--- config.mk ---
export PLATFORM = sky130hd
export DESIGN_NAME = const_fetch_decode_flat
export DESIGN_NICKNAME = d
export VERILOG_FILES = /design/src/rtl/const_fetch_decode_if.sv /design/src/rtl/const_fetch_decode.sv /design/src/flat_wrapper.sv
export SDC_FILE = /design/constraint.sdc
export NUM_CORES = 1
export LEC_CHECK = 0
export ABC_AREA = 0
export CORE_UTILIZATION = 49
export CTS_BUF_LIST = sky130_fd_sc_hd__clkbuf_8
export CTS_CLUSTER_DIAMETER = 120
export DETAILED_ROUTE_END_ITERATION = 10
export PLACE_DENSITY = 0.79
export SYNTH_ARGS = -nofsm -noshare
export SYNTH_HDL_FRONTEND = slang
export SYNTH_SLANG_ARGS = --single-unit
--- constraint.sdc ---
create_clock -name clock -period 1.3 [get_ports clock]
set_input_delay 0.26 -clock clock [delete_from_list [all_inputs] [get_ports clock]]
set_output_delay 0.26 -clock clock [all_outputs]
set_load 0.03 [all_outputs]
--- src/rtl/const_fetch_decode_if.sv ---
`default_nettype none
// ============================================================================
// Module   : const_fetch_decode_if
// Brief    : Instruction-in / decoded-constant-out handshake bundle.
// Revision : 1.0
// ============================================================================
interface const_fetch_decode_if #(
    parameter int BITS_PALAVRA = 16,
    parameter int REG_BITS     = 3
);
    logic                    flush;
    logic [BITS_PALAVRA-1:0] in_instr;
    logic                    in_valid;
    logic                    in_ready;
    logic [BITS_PALAVRA-1:0] out_constante;
    logic [1:0]              out_formato;
    logic                    out_R;
    logic [REG_BITS-1:0]     out_rd;
    logic                    out_illegal;
    logic                    out_valid;
    logic                    out_ready;

    // Upstream fetch stage plus downstream consumer.
    modport master (
        output flush, in_instr, in_valid, out_ready,
        input  in_ready, out_constante, out_formato, out_R, out_rd,
               out_illegal, out_valid
    );

    // The decode stage itself.
    modport slave (
        input  flush, in_instr, in_valid, out_ready,
        output in_ready, out_constante, out_formato, out_R, out_rd,
               out_illegal, out_valid
    );
endinterface
`default_nettype wire

--- src/rtl/const_fetch_decode.sv ---
`default_nettype none
// ============================================================================
// Module   : const_fetch_decode
// Brief    : Decodes loadlit/lcl/lch into constant-ALU operands, 2-entry skid.
// Revision : 1.0
// ============================================================================
module const_fetch_decode #(
    parameter int BITS_PALAVRA = 16,
    parameter int REG_BITS     = 3
) (
    input  wire logic                clock,
    input  wire logic                reset,
    const_fetch_decode_if.slave      bus
);
    typedef struct packed {
        logic [BITS_PALAVRA-1:0] constante;
        logic [1:0]              formato;
        logic                    r;
        logic [REG_BITS-1:0]     rd;
        logic                    illegal;
    } entry_t;

    typedef enum logic [1:0] {
        ST_EMPTY = 2'd0,
        ST_ONE   = 2'd1,
        ST_FULL  = 2'd2
    } state_t;

    localparam entry_t C_ENTRY_ZERO = '0;

    state_t state_q, state_d;
    entry_t head_q, head_d;
    entry_t skid_q, skid_d;
    entry_t dec;

    logic accept;
    logic issue;

    always_comb begin
        dec         = C_ENTRY_ZERO;
        dec.rd      = bus.in_instr[13:11];
        case (bus.in_instr[15:14])
            2'b10: begin
                dec.constante = {{(BITS_PALAVRA-11){bus.in_instr[10]}}, bus.in_instr[10:0]};
                dec.formato   = 2'b01;
            end
            2'b11: begin
                dec.rd        = bus.in_instr[10:8];
                dec.r         = bus.in_instr[13];
                dec.formato   = 2'b11;
                // Reserved bits flag the word but decoding still proceeds.
                dec.illegal   = (bus.in_instr[12:11] != 2'b00);
                dec.constante = bus.in_instr[13] ? {bus.in_instr[7:0], 8'h00}
                                                 : {8'h00, bus.in_instr[7:0]};
            end
            default: ;
        endcase
    end

    assign bus.in_ready  = (state_q != ST_FULL);
    assign bus.out_valid = (state_q != ST_EMPTY);
    assign accept        = bus.in_valid && bus.in_ready;
    assign issue         = bus.out_valid && bus.out_ready;

    always_comb begin
        state_d = state_q;
        head_d  = head_q;
        skid_d  = skid_q;
        if (bus.flush) begin
            state_d = ST_EMPTY;
        end else begin
            case (state_q)
                ST_EMPTY: begin
                    if (accept) begin
                        head_d  = dec;
                        state_d = ST_ONE;
                    end
                end
                ST_ONE: begin
                    if (accept && issue) begin
                        head_d  = dec;
                    end else if (accept) begin
                        skid_d  = dec;
                        state_d = ST_FULL;
                    end else if (issue) begin
                        state_d = ST_EMPTY;
                    end
                end
                ST_FULL: begin
                    if (issue) begin
                        head_d  = skid_q;
                        state_d = ST_ONE;
                    end
                end
                default: state_d = ST_EMPTY;
            endcase
        end
    end

    always_ff @(posedge clock) begin
        if (reset) begin
            state_q <= ST_EMPTY;
            head_q  <= C_ENTRY_ZERO;
            skid_q  <= C_ENTRY_ZERO;
        end else begin
            state_q <= state_d;
            head_q  <= head_d;
            skid_q  <= skid_d;
        end
    end

    assign bus.out_constante = head_q.constante;
    assign bus.out_formato   = head_q.formato;
    assign bus.out_R         = head_q.r;
    assign bus.out_rd        = head_q.rd;
    assign bus.out_illegal   = head_q.illegal;
endmodule
`default_nettype wire

--- src/flat_wrapper.sv ---
// flat-port wrapper written by rule: the top's interface ports become plain ports
module const_fetch_decode_flat 
#(
    parameter int BITS_PALAVRA = 16,
    parameter int REG_BITS     = 3
)
  (clock, reset, bus_flush, bus_in_instr, bus_in_valid, bus_out_ready, bus_in_ready, bus_out_constante, bus_out_formato, bus_out_R, bus_out_rd, bus_out_illegal, bus_out_valid);
  const_fetch_decode_if #(.BITS_PALAVRA(BITS_PALAVRA), .REG_BITS(REG_BITS)) bus_i ();
  input  wire logic clock;
  input  wire logic reset;
  input wire logic [$bits(bus_i.flush)-1:0] bus_flush;
  input wire logic [$bits(bus_i.in_instr)-1:0] bus_in_instr;
  input wire logic [$bits(bus_i.in_valid)-1:0] bus_in_valid;
  input wire logic [$bits(bus_i.out_ready)-1:0] bus_out_ready;
  output wire logic [$bits(bus_i.in_ready)-1:0] bus_in_ready;
  output wire logic [$bits(bus_i.out_constante)-1:0] bus_out_constante;
  output wire logic [$bits(bus_i.out_formato)-1:0] bus_out_formato;
  output wire logic [$bits(bus_i.out_R)-1:0] bus_out_R;
  output wire logic [$bits(bus_i.out_rd)-1:0] bus_out_rd;
  output wire logic [$bits(bus_i.out_illegal)-1:0] bus_out_illegal;
  output wire logic [$bits(bus_i.out_valid)-1:0] bus_out_valid;
  assign bus_i.flush = bus_flush;
  assign bus_i.in_instr = bus_in_instr;
  assign bus_i.in_valid = bus_in_valid;
  assign bus_i.out_ready = bus_out_ready;
  assign bus_in_ready = bus_i.in_ready;
  assign bus_out_constante = bus_i.out_constante;
  assign bus_out_formato = bus_i.out_formato;
  assign bus_out_R = bus_i.out_R;
  assign bus_out_rd = bus_i.out_rd;
  assign bus_out_illegal = bus_i.out_illegal;
  assign bus_out_valid = bus_i.out_valid;
  const_fetch_decode #(.BITS_PALAVRA(BITS_PALAVRA), .REG_BITS(REG_BITS)) u_core (.clock(clock), .reset(reset), .bus(bus_i));
endmodule
==> flow_metrics.py, run 1 <==
metrics = {
    "logic_synthesis": {
        "synth-seq-cells": 48,
        "synth_nets": 306,
        "yosysSeqAreaShare_pct": 39.3,
        "yosysUniqueCellTypes": 39,
        "syn_avg_cell_area_um2": 8.59,
        "netlist_instances": 285,
        "netlist_area_um2": 2450,
        "ys_warn_count": 0,
    },
    "critical_path": {
        "r2r_slack_ns": -0.28,
        "endpoint_kind": "flop",
        "cp.required_ns": 1.52,
        "reg2reg_depth": 7,
        "arrival_ns": 1.80,
        "critPathLaunchType": "flop",
        "crit_type": "reg2reg",
        "critPathMaxFanout": 9,
    },
    "run": {
        "maxCapViolCount": 0,
    },
    "power_and_ir_drop": {
        "cellPowerDensity_nw_per_um2": 897,
        "finalPower_mw": 3.60,
        "p_leak_nw": 1.43,
        "ir_drop_v": 0.000470,
    },
    "floorplan": {
        "core_area_um2": 4750,
        "fp.dieW_um": 72.7,
        "die_y_um": 72.7,
        "ios": 46,
        "std_cell_rows": 25,
        "initial_utilization_pct": 51.5,
        "die-area_um2": 5280,
    },
    "placement": {
        "io_buffers": 45,
        "dpl_worst_slack_ns": -0.520,
        "hpwl_um": 5060,
        "routabilityCongestion": 0.849,
    },
    "finish": {
        "nNetsFinal": 388,
        "final_layout_size_suffix_gt1_share_pct": 46.7,
        "fillers": 230,
        "area_growth_pct": 64.1,
        "multiInputGateArea_um2": 1740,
        "final_core_utilization_pct": 84.4,
        "diodes": 0,
        "seqCellArea_um2": 968,
    },
    "drt": {
        "firstDrtPassIters": 5,
        "wl_met2_um": 5310,
        "via_per_inst": 7.37,
        "detail-route-antenna-nets": 0,
        "drt_iter0_markers": 488,
        "vias": 3205,
        "met1_length_um": 4100,
        "wl_met3_um": 1470,
        "drcViolationCount": 0,
        "wire_per_inst_um": 26.8,
        "top_layer_used": "met4",
        "wirelength_um": 11700,
    },
    "global_route": {
        "antenna_found_initial": 0,
        "grt_pass1_wl_um": 14900,
        "grt_pass1_vias": 2790,
        "grt_max_degree": 26,
        "grt_use_total_pct": 37.5,
        "grt_overflow": 0,
    },
    "cts": {
        "clock_sinks": 48,
        "clk_pin_slew_worst_paths_ns": 0.11,
        "cts_inserted_buffers": 5,
        "clockBufferDepth": 2,
        "cts_root_buffer": "clkbuf_8",
        "htree_levels": 2,
        "insertion_delay_ns": 0.31,
        "cts_tree": "done",
    },
    "timing": {
        "timing.final.crit_share_pct": 121,
        "maxSlewHeadroom_pct": 69.6,
        "maxSlewViolCount": 0,
        "finalWorstSetupSlack_ns": -0.276,
        "max_freq_mhz": 634,
        "hold_viol": 0,
        "rsz0062_at_grt": "true",
        "finalSetupViolCount": 50,
        "worstMarginPinSlew_ns": 0.454,
        "fin_crit_ns": 1.58,
        "finClkSkew_ns": 0.0130,
    },
    "worst_hold_path": {
        "hold_depth": 4,
        "holdCritPathClass": "in2reg",
    },
    "status": {
        "violations": "setup timing",
        "outcome": "complete, but fails checks",
    },
}
[power breakdown]
group          internal, mW  switching [mW]
registers              1.53          0.0610
logic                 0.422           0.596
clock network         0.432           0.559
total                  2.39            1.22
[sequential cells by signal, summed over array words and instances, names as in the netlist]
signal / flops
u_core.bus.out_R: 1
u_core.bus.out_rd: 3
u_core.state_q: 2
u_core.bus.out_formato: 2
u_core.bus.out_constante: 16
u_core.bus.out_illegal: 1
u_core.skid_q: 23
[worst max-delay path, cell delays in order, from the launching register on]
cell and delay, ns:
dfxtp_4 0.38, buf_12 0.11, nor2b_4 0.05, inv_4 0.06, buf_4 0.17, buf_6 0.16
o211ai_1 0.21, a311oi_1 0.34
[kinds of logic after synthesis]
| family | after synthesis | share of synthesized area, % |
|---|---|---|
| compound gates | 115 | 32.4 |
| buf+inv | 38 | 7.77 |
| simple gates | 81 | 18.8 |
| flops | 48 | 39.3 |
| mux | 3 | 1.79 |
[final timing paths]
path	startpoint	to
worst max-delay path	u_core.state_q[0]$_SDFFE_PP0P_	u_core.bus.out_constante[12]$_SDFFE_PP0P_
worst min register to register	u_core.skid_q[15]$_SDFFE_PP0P_	u_core.skid_q[15]$_SDFFE_PP0P_
worst max register to register	u_core.state_q[0]$_SDFFE_PP0P_	u_core.bus.out_constante[12]$_SDFFE_PP0P_
worst min-delay path	bus_in_instr[14]	u_core.skid_q[6]$_SDFFE_PP0P_
[metal layers]
layer  up-vias  GRT usage (%)
met5         -              0
met4         0           17.0
met3       105           6.91
met2       355           60.4
met1      1470           48.9
li1       1275              -
[area by class of cell]
cell class	instances	share of cell area [%]
clock buffer	6	2.06
clock inverter	2	0.374
inverter	3	0.343
multi-input combinational	199	43.3
sequential	48	24.1
tap	67	2.09
timing repair buffer	110	27.7
[synth_stat cells]
| library cell | n | area share (%) |
|---|---|---|
| a21oi_1 | 25 | 5.1 |
| o21ai_1 | 4 | 0.82 |
| nor2b_1 | 1 | 0.26 |
| nand3_1 | 12 | 2.5 |
| clkbuf_2 | 1 | 0.20 |
| inv_1 | 2 | 0.31 |
| nand4bb_1 | 2 | 0.92 |
| mux2_2 | 1 | 0.46 |
| a2111oi_0 | 1 | 0.36 |
| and3b_1 | 2 | 0.72 |
| and4_1 | 2 | 0.72 |
| o211a_1 | 2 | 0.82 |
| nor2b_4 | 1 | 0.56 |
| a21boi_2 | 1 | 0.46 |
| or3b_2 | 1 | 0.36 |
| mux2i_4 | 1 | 0.92 |
| buf_4 | 4 | 1.2 |
| and3_1 | 10 | 2.6 |
| inv_2 | 1 | 0.15 |
| o211ai_1 | 8 | 2.5 |
| dfxtp_1 | 48 | 39 |
| buf_2 | 13 | 2.7 |
| nor2_1 | 5 | 0.77 |
| a211oi_1 | 21 | 6.4 |
| a311oi_1 | 19 | 6.8 |
| a21boi_0 | 3 | 0.92 |
| nor4_1 | 3 | 0.77 |
| nor3_1 | 6 | 1.2 |
| buf_6 | 2 | 0.92 |
| nand2_1 | 22 | 3.4 |
| or2_2 | 2 | 0.51 |
| o21ai_0 | 19 | 3.9 |
| and4bb_2 | 2 | 1.0 |
| o41ai_1 | 3 | 1.1 |
| clkbuf_1 | 15 | 2.3 |
| nand3b_1 | 1 | 0.31 |
| o2111ai_1 | 9 | 3.2 |
| mux2i_1 | 1 | 0.41 |
| nand4_1 | 9 | 2.3 |
[cells in the final DEF, fill, tap and decap left out, drive strengths merged]
master         instances
nand4bb                2
a311oi                19
nor2b                  2
clkdlybuf4s15          5
and4bb                 2
inv                    3
o211a                  2
clkinvlp               2
clkbuf                21
clkdlybuf4s50         15
nand2                 22
clkdlybuf4s18          1
a211oi                21
mux2i                  2
o211ai                 8
nor3                   6
nand3b                 1
o2111ai                9
or3b                   1
or2                    2
nor2                   5
o21ai                 23
mux2                   1
nor4                   3
buf                   69
dlymetal6s2s           1
dfxtp                 48
nand3                 12
o41ai                  3
a21oi                 25
a2111oi                1
dlygate4sd2            4
and3                  10
a21boi                 4
nand4                  9
and4                   2
and3b                  2
[stage by stage]
step | hold WS, ns | TNS [ns] | cell area [µm²] | instances
2_1_floorplan | 0.352 | -0.349 | 2460 | 285
3_3_place_gp | 0.454 | -19.46 | 3280 | 411
3_5_place_dp | 0.462 | -21.13 | 3280 | 411
4_1_cts | 0.433 | -3.83 | 3760 | 431
5_1_grt | 0.498 | -9.20 | 4020 | 435
6_report | 0.463 | -7.45 | 4020 | 435
[what timing repair did]
item,CTS,global route
buffers inserted,9,2
endpoints found under the setup margin,68,65
gates cloned,3,4
resized for setup,119,81
pin swaps,9,43
hold buffers,0,0
Power figures use the tool's default switching activity.
==> run 2, diff against run 1 <==
--- a/config.mk
+++ b/config.mk
@@ -6,9 +6,10 @@
 export NUM_CORES = 1
 export LEC_CHECK = 0
 export ABC_AREA = 0
+export CAP_MARGIN = 20
 export CORE_UTILIZATION = 49
 export CTS_BUF_LIST = sky130_fd_sc_hd__clkbuf_8
-export CTS_CLUSTER_DIAMETER = 120
+export CTS_CLUSTER_DIAMETER = 150
 export DETAILED_ROUTE_END_ITERATION = 10
 export PLACE_DENSITY = 0.79
 export SYNTH_ARGS = -nofsm -noshare
==> results of run 2 <==
Same layout as run 1: the final DEF is identical, and so are final timing and power.
